--- config.mk ---
export PLATFORM = sky130hd
export DESIGN_NAME = vga_output_stage
export DESIGN_NICKNAME = d
export VERILOG_FILES = /design/src/rtl/vga_output_stage.sv
export SDC_FILE = /design/constraint.sdc
export NUM_CORES = 1
export LEC_CHECK = 0
export ABC_CLOCK_PERIOD_IN_PS = 3500
export BUFFER_PORTS_ARGS = -buffer_cell sky130_fd_sc_hd__buf_2
export CELL_PAD_IN_SITES_DETAIL_PLACEMENT = 2
export CELL_PAD_IN_SITES_GLOBAL_PLACEMENT = 2
export CORE_ASPECT_RATIO = 0.75
export CORE_UTILIZATION = 42
export CTS_BUF_LIST = sky130_fd_sc_hd__clkbuf_2
export DETAILED_ROUTE_END_ITERATION = 6
export MAX_ROUTING_LAYER = met4
export PLACE_DENSITY = 0.87
export SLEW_MARGIN = 20
export SYNTH_ARGS = -nofsm -noshare
export SYNTH_HDL_FRONTEND = slang
export SYNTH_SLANG_ARGS = --single-unit
--- constraint.sdc ---
create_clock -name clk -period 3.5 [get_ports clk]
set_input_delay 0.7 -clock clk [delete_from_list [all_inputs] [get_ports clk]]
set_output_delay 0.7 -clock clk [all_outputs]
set_load 0.005 [all_outputs]
--- src/rtl/vga_output_stage.sv ---
// rtl/vga_output_stage.sv - FIFO-buffered greyscale pixel stream to 640x480 VGA raster with sof alignment
// Optional build macro: VGA_UNDERFLOW_HOLD_EN (repeat the last displayed pixel on underflow instead of black)
module vga_output_stage #(
   parameter int H_ACTIVE   = 640,
   parameter int H_FP       = 16,
   parameter int H_SYNC     = 96,
   parameter int H_BP       = 48,
   parameter int V_ACTIVE   = 480,
   parameter int V_FP       = 10,
   parameter int V_SYNC     = 2,
   parameter int V_BP       = 33,
   parameter int FIFO_DEPTH = 16
) (
   input  logic       clk,
   input  logic       reset,
   input  logic [7:0] pixel_in,
   input  logic       pixel_sof,
   input  logic       pixel_valid,
   output logic       pixel_ready,
   output logic [7:0] vga_r,
   output logic [7:0] vga_g,
   output logic [7:0] vga_b,
   output logic       vga_hs,
   output logic       vga_vs,
   output logic       vga_blank_n,
   output logic       underflow,
   output logic       sync_err
);

   localparam int H_TOTAL = H_ACTIVE + H_FP + H_SYNC + H_BP;
   localparam int V_TOTAL = V_ACTIVE + V_FP + V_SYNC + V_BP;
   localparam int HW      = $clog2(H_TOTAL);
   localparam int VW      = $clog2(V_TOTAL);
   localparam int AW      = $clog2(FIFO_DEPTH);
   localparam int CW      = AW + 1;

   localparam logic [HW-1:0] H_LAST     = HW'(H_TOTAL - 1);
   localparam logic [VW-1:0] V_LAST     = VW'(V_TOTAL - 1);
   localparam logic [HW-1:0] H_ACT_END  = HW'(H_ACTIVE);
   localparam logic [VW-1:0] V_ACT_END  = VW'(V_ACTIVE);
   localparam logic [HW-1:0] HS_START   = HW'(H_ACTIVE + H_FP);
   localparam logic [HW-1:0] HS_END     = HW'(H_ACTIVE + H_FP + H_SYNC);
   localparam logic [VW-1:0] VS_START   = VW'(V_ACTIVE + V_FP);
   localparam logic [VW-1:0] VS_END     = VW'(V_ACTIVE + V_FP + V_SYNC);
   localparam logic [CW-1:0] FIFO_FULL  = CW'(FIFO_DEPTH);

   typedef enum logic {SYNC_WAIT, STREAM} state_t;

   state_t          state, next_state;
   logic [HW-1:0]   h_cnt;
   logic [VW-1:0]   v_cnt;
   logic            active;
   logic            at_origin;
   logic            h_in_sync;
   logic            v_in_sync;

   logic [8:0]      fifo_mem [FIFO_DEPTH];
   logic [AW-1:0]   wr_ptr;
   logic [AW-1:0]   rd_ptr;
   logic [CW-1:0]   count;
   logic            fifo_empty;
   logic            fifo_full;
   logic            push;
   logic            pop;
   logic [8:0]      head;
   logic            head_sof;
   logic [7:0]      head_pix;

   logic [7:0]      disp_pix;
   logic [7:0]      uf_pix;
   logic            uf_next;
   logic            se_next;

   assign active    = (h_cnt < H_ACT_END) && (v_cnt < V_ACT_END);
   assign at_origin = (h_cnt == '0) && (v_cnt == '0);
   assign h_in_sync = (h_cnt >= HS_START) && (h_cnt < HS_END);
   assign v_in_sync = (v_cnt >= VS_START) && (v_cnt < VS_END);

   assign fifo_empty  = (count == '0);
   assign fifo_full   = (count == FIFO_FULL);
   assign pixel_ready = !fifo_full;
   assign push        = pixel_valid && !fifo_full;
   assign head        = fifo_mem[rd_ptr];
   assign head_sof    = head[8];
   assign head_pix    = head[7:0];

   // Raster counters: h wraps each line, v advances on the h wrap
   always_ff @(posedge clk) begin
      if (reset) begin
         h_cnt <= '0;
         v_cnt <= '0;
      end else if (h_cnt == H_LAST) begin
         h_cnt <= '0;
         v_cnt <= (v_cnt == V_LAST) ? '0 : v_cnt + 1'b1;
      end else begin
         h_cnt <= h_cnt + 1'b1;
      end
   end

   // FIFO storage; contents need no reset since count gates every read
   always_ff @(posedge clk) begin
      if (push) begin
         fifo_mem[wr_ptr] <= {pixel_sof, pixel_in};
      end
   end

   // FIFO pointers and occupancy; pop decisions only ever see registered count
   always_ff @(posedge clk) begin
      if (reset) begin
         wr_ptr <= '0;
         rd_ptr <= '0;
         count  <= '0;
      end else begin
         if (push) begin
            wr_ptr <= wr_ptr + 1'b1;
         end
         if (pop) begin
            rd_ptr <= rd_ptr + 1'b1;
         end
         if (push && !pop) begin
            count <= count + 1'b1;
         end else if (pop && !push) begin
            count <= count - 1'b1;
         end
      end
   end

`ifdef VGA_UNDERFLOW_HOLD_EN
   logic       show;
   logic [7:0] last_pix;

   // A pop is displayed in STREAM, or in SYNC_WAIT only when it is the sof entry taken at the origin
   assign show = pop && ((state == STREAM) || head_sof);

   // Remember the last pixel actually put on screen for underflow repeats
   always_ff @(posedge clk) begin
      if (reset) begin
         last_pix <= 8'h00;
      end else if (show) begin
         last_pix <= head_pix;
      end
   end

   assign uf_pix = last_pix;
`else
   assign uf_pix = 8'h00;
`endif

   // FSM state register
   always_ff @(posedge clk) begin
      if (reset) begin
         state <= SYNC_WAIT;
      end else begin
         state <= next_state;
      end
   end

   // FSM next state, pop decision and the pixel to display this cycle
   always_comb begin
      next_state = state;
      pop        = 1'b0;
      disp_pix   = 8'h00;
      uf_next    = 1'b0;
      se_next    = 1'b0;
      case (state)
         SYNC_WAIT: begin
            if (!fifo_empty) begin
               if (!head_sof) begin
                  pop = 1'b1;
               end else if (at_origin) begin
                  pop        = 1'b1;
                  disp_pix   = head_pix;
                  next_state = STREAM;
               end
            end
         end
         STREAM: begin
            if (active) begin
               if (fifo_empty) begin
                  uf_next  = 1'b1;
                  disp_pix = uf_pix;
               end else if (head_sof == at_origin) begin
                  pop      = 1'b1;
                  disp_pix = head_pix;
               end else begin
                  se_next    = 1'b1;
                  next_state = SYNC_WAIT;
               end
            end
         end
         default: next_state = SYNC_WAIT;
      endcase
   end

   // Registered video, sync and status outputs, all one cycle behind the counters
   always_ff @(posedge clk) begin
      if (reset) begin
         vga_r       <= 8'h00;
         vga_g       <= 8'h00;
         vga_b       <= 8'h00;
         vga_hs      <= 1'b1;
         vga_vs      <= 1'b1;
         vga_blank_n <= 1'b0;
         underflow   <= 1'b0;
         sync_err    <= 1'b0;
      end else begin
         vga_r       <= disp_pix;
         vga_g       <= disp_pix;
         vga_b       <= disp_pix;
         vga_hs      <= !h_in_sync;
         vga_vs      <= !v_in_sync;
         vga_blank_n <= active;
         underflow   <= uf_next;
         sync_err    <= se_next;
      end
   end

endmodule

==> results by group <==
Clock network
  • Clock Tree Root: clkbuf_2
  • Clk_lat worst skew: 830 ps
  • # hold bufs at CTS: 0
  • Clk sink count: 195
  • TritonCTS Buffers: 17
  • Deepest clock path buffer count: 2
  • CTS H-tree lvls: 4
  • CTS tree: yes
  • Reg clk slew, reported paths: 320 ps

Worst setup path
  • Critical path class: reg2reg
  • CP endpoint kind: flop
  • WP data required: 4250 ps
  • Crit path DAT: 4610 ps
  • CP Launch Type: flop
  • Largest fanout on the critical path: 5

Pwr
  • Peak VDD IR: 0.000231 V
  • Static Leak: 3.09 nW
  • Power density over cell area: 619 nW/um^2

Placement
  • Post-DP Area: 8570 sq um
  • Gpl congestion: 0.755
  • Input/output buffers: 41
  • Pre-CTS worst setup slack: -516 ps
  • Half-perimeter wire length after placement: 15800 um

Floorplanning
  • Die footprint: 19500 sq um
  • Die H: 121 um
  • Die W: 161 um
  • Initial Utilization: 43.1%
  • Rows: 43
  • Top-level I/O count: 42
  • Core area: 18500 sq um

Synth
  • Top cells by area, synth: edfxtp_1, dfxtp_1, mux4_2
  • Syn_area_per_cell: 15.7 sq um
  • Ys flop type: edfxtp_1
  • Async S/R FF share, synth: 0%
  • Synth cell types: 40
  • Synth Net Count: 534
  • Yosys top cell by area: edfxtp_1
  • Synth top cells by count: edfxtp_1, dfxtp_1, nor2_1, mux4_2
  • Top-count cell post-synth: edfxtp_1
  • Sequential area share after synthesis: 67.1%
  • Syn Inst Count: 506
  • Synth top area share: 54.3%
  • Synth Cell Area: 7970 sq um
  • Synth warnings: 0
  • Register bit total from synthesis: 195
  • Post-synth EDFFs: 144

Routing
  • DR iter-0 viols: 358
  • Vias: 4911
  • First drt pass iteration count: 6
  • Detail Route Antenna Nets: 0
  • Via density: 5.87
  • # DRC: 0
  • Final WL: 25200 um
  • Routed WL per cell: 30.1 um

Global route
  • Grt total ovfl: 0
  • Initial antenna violation count: 0
  • First-pass GRT wire length: 36900 um
  • Tot GR Track Use: 28.1%
  • Number of global-route vias before repair: 5403
  • Largest net degree at the start of global routing: 37

Timing
  • Clock skew: 45.7 ps
  • Hold_ws: 226 ps
  • Slew HR: 47.6%
  • Fin crit period: 3860 ps
  • Final period utilization: 110%
  • F_max: 0.259 GHz
  • Max Slew Vio Count: 0
  • Endpoints failing setup: 4
  • Worst-Margin Slew: 786 ps
  • Unrepaired setup endpoints after global routing: yes
  • Final hold vios: 0
  • Post-route setup slack: -356 ps

Hold path
  • Worst min-delay path class: in2reg
  • Hold path start: pixel_in[4]

Outcome
  • Status: finished with violations
  • Failing checks: setup timing

Flow run
  • Max-Cap Viols: 0

Finish
  • Register area: 5350 sq um
  • Fill cells: 1723
  • Multi-input logic area: 2390 sq um
  • Area grow syn2layout: 12.5%
  • Finished Cell Area: 8960 sq um
  • Ant. Diodes: 0
  • Nets: 604
  • Share of cells above drive strength 1: 31.7%
-- cells in the final DEF, fill, tap and decap left out, drive strengths merged, types with 11 or more instances in the layout --
cell / count
edfxtp: 144
xnor2: 11
mux4: 36
xor2: 14
nor2: 45
mux2i: 13
inv: 17
nand2: 13
dfxtp: 51
a211oi: 16
ha: 15
clkbuf: 19
buf: 93
nor3: 18
nand4: 12
-- metrics by stage --
step	util [%]	TNS (ps)	power [W]	cells
after floorplan	-	0	0.00358	506
after global placement	46.3	-3.39	0.00385	793
after detailed placement	46.3	-1230	0.00404	793
after CTS	48.2	-267	0.00542	832
after global routing	48.4	-1110	0.00573	836
final	48.4	-706	0.00555	836
-- state kept, by name (all words and copies together), names as in the netlist, 4 cells and up, named ones only --
name	flops
vga_b	8
wr_ptr	4
v_cnt	10
count	5
h_cnt	10
rd_ptr	4
fifo_mem	144
-- where the power goes --
| part | leakage [nW] | internal, W | switching, W | total [W] |
|---|---|---|---|---|
| registers | 1.72 | 0.00260 | 0.000118 | 0.00272 |
| logic | 1.21 | 0.000702 | 0.000859 | 0.00156 |
| clock network | 0.161 | 0.000422 | 0.000840 | 0.00126 |
-- cell type report --
cell class	instances	area share, %
Multi-Input combinational cell	258	26.7
Inverter	11	0.516
Clock buffer	19	1.06
Tap cell	247	3.45
Clock inverter	13	1.93
Timing Repair Buffer	93	6.69
Sequential cell	195	59.7
-- path summary, 6_finish.rpt --
check                                       end  slack, ps  depth (start not counted)
worst min-delay path            fifo_mem[10][4]        230                          1
worst max-delay path                   count[4]       -360                         17
worst max register to register         count[4]       -360                         17
worst min register to register         h_cnt[0]        610                          1
-- logic make-up (layout without fill, tap and decap cells) --
family	Yosys count	count (layout)	synth area share (%)
muxes	49	49	12.0
AOI/OAI and AO/OA	38	38	3.53
and+or+nand+nor	130	130	8.31
xor gates and xnor gates	25	25	2.75
DFF	195	195	67.1
adders and majority gates	16	16	2.61
buffers and inverters	53	136	3.77
-- routing by layer --
| layer | part of all wire, % | global-route usage (%) |
|---|---|---|
| met1 | 40 | 32.8 |
| met2 | 50 | 46.5 |
| met3 | 5.2 | 6.29 |
| met4 | 4.7 | 13.0 |
| met5 | 0 | - |
-- what timing repair did --
item                       CTS  global route
buffers inserted             7             4
resized for setup           14             5
setup endpoints to repair    4             4
pin swaps                    8             5
hold endpoints to repair     0             0
-- critical path, stage by stage (launching register included) --
cell and delay, ps:
dfxtp_4 490, buf_6 120, mux4_2 500, mux2i_2 190, mux2i_2 140, ha_1 360
nor2b_2 130, a41oi_2 140, nor2_2 210, inv_2 80, ha_4 180, inv_6 80
ha_4 200, a21o_1 200, a21oi_2 160, xnor2_1 100, or3_1 350, a21oi_2 130
Power figures use the tool's default switching activity.
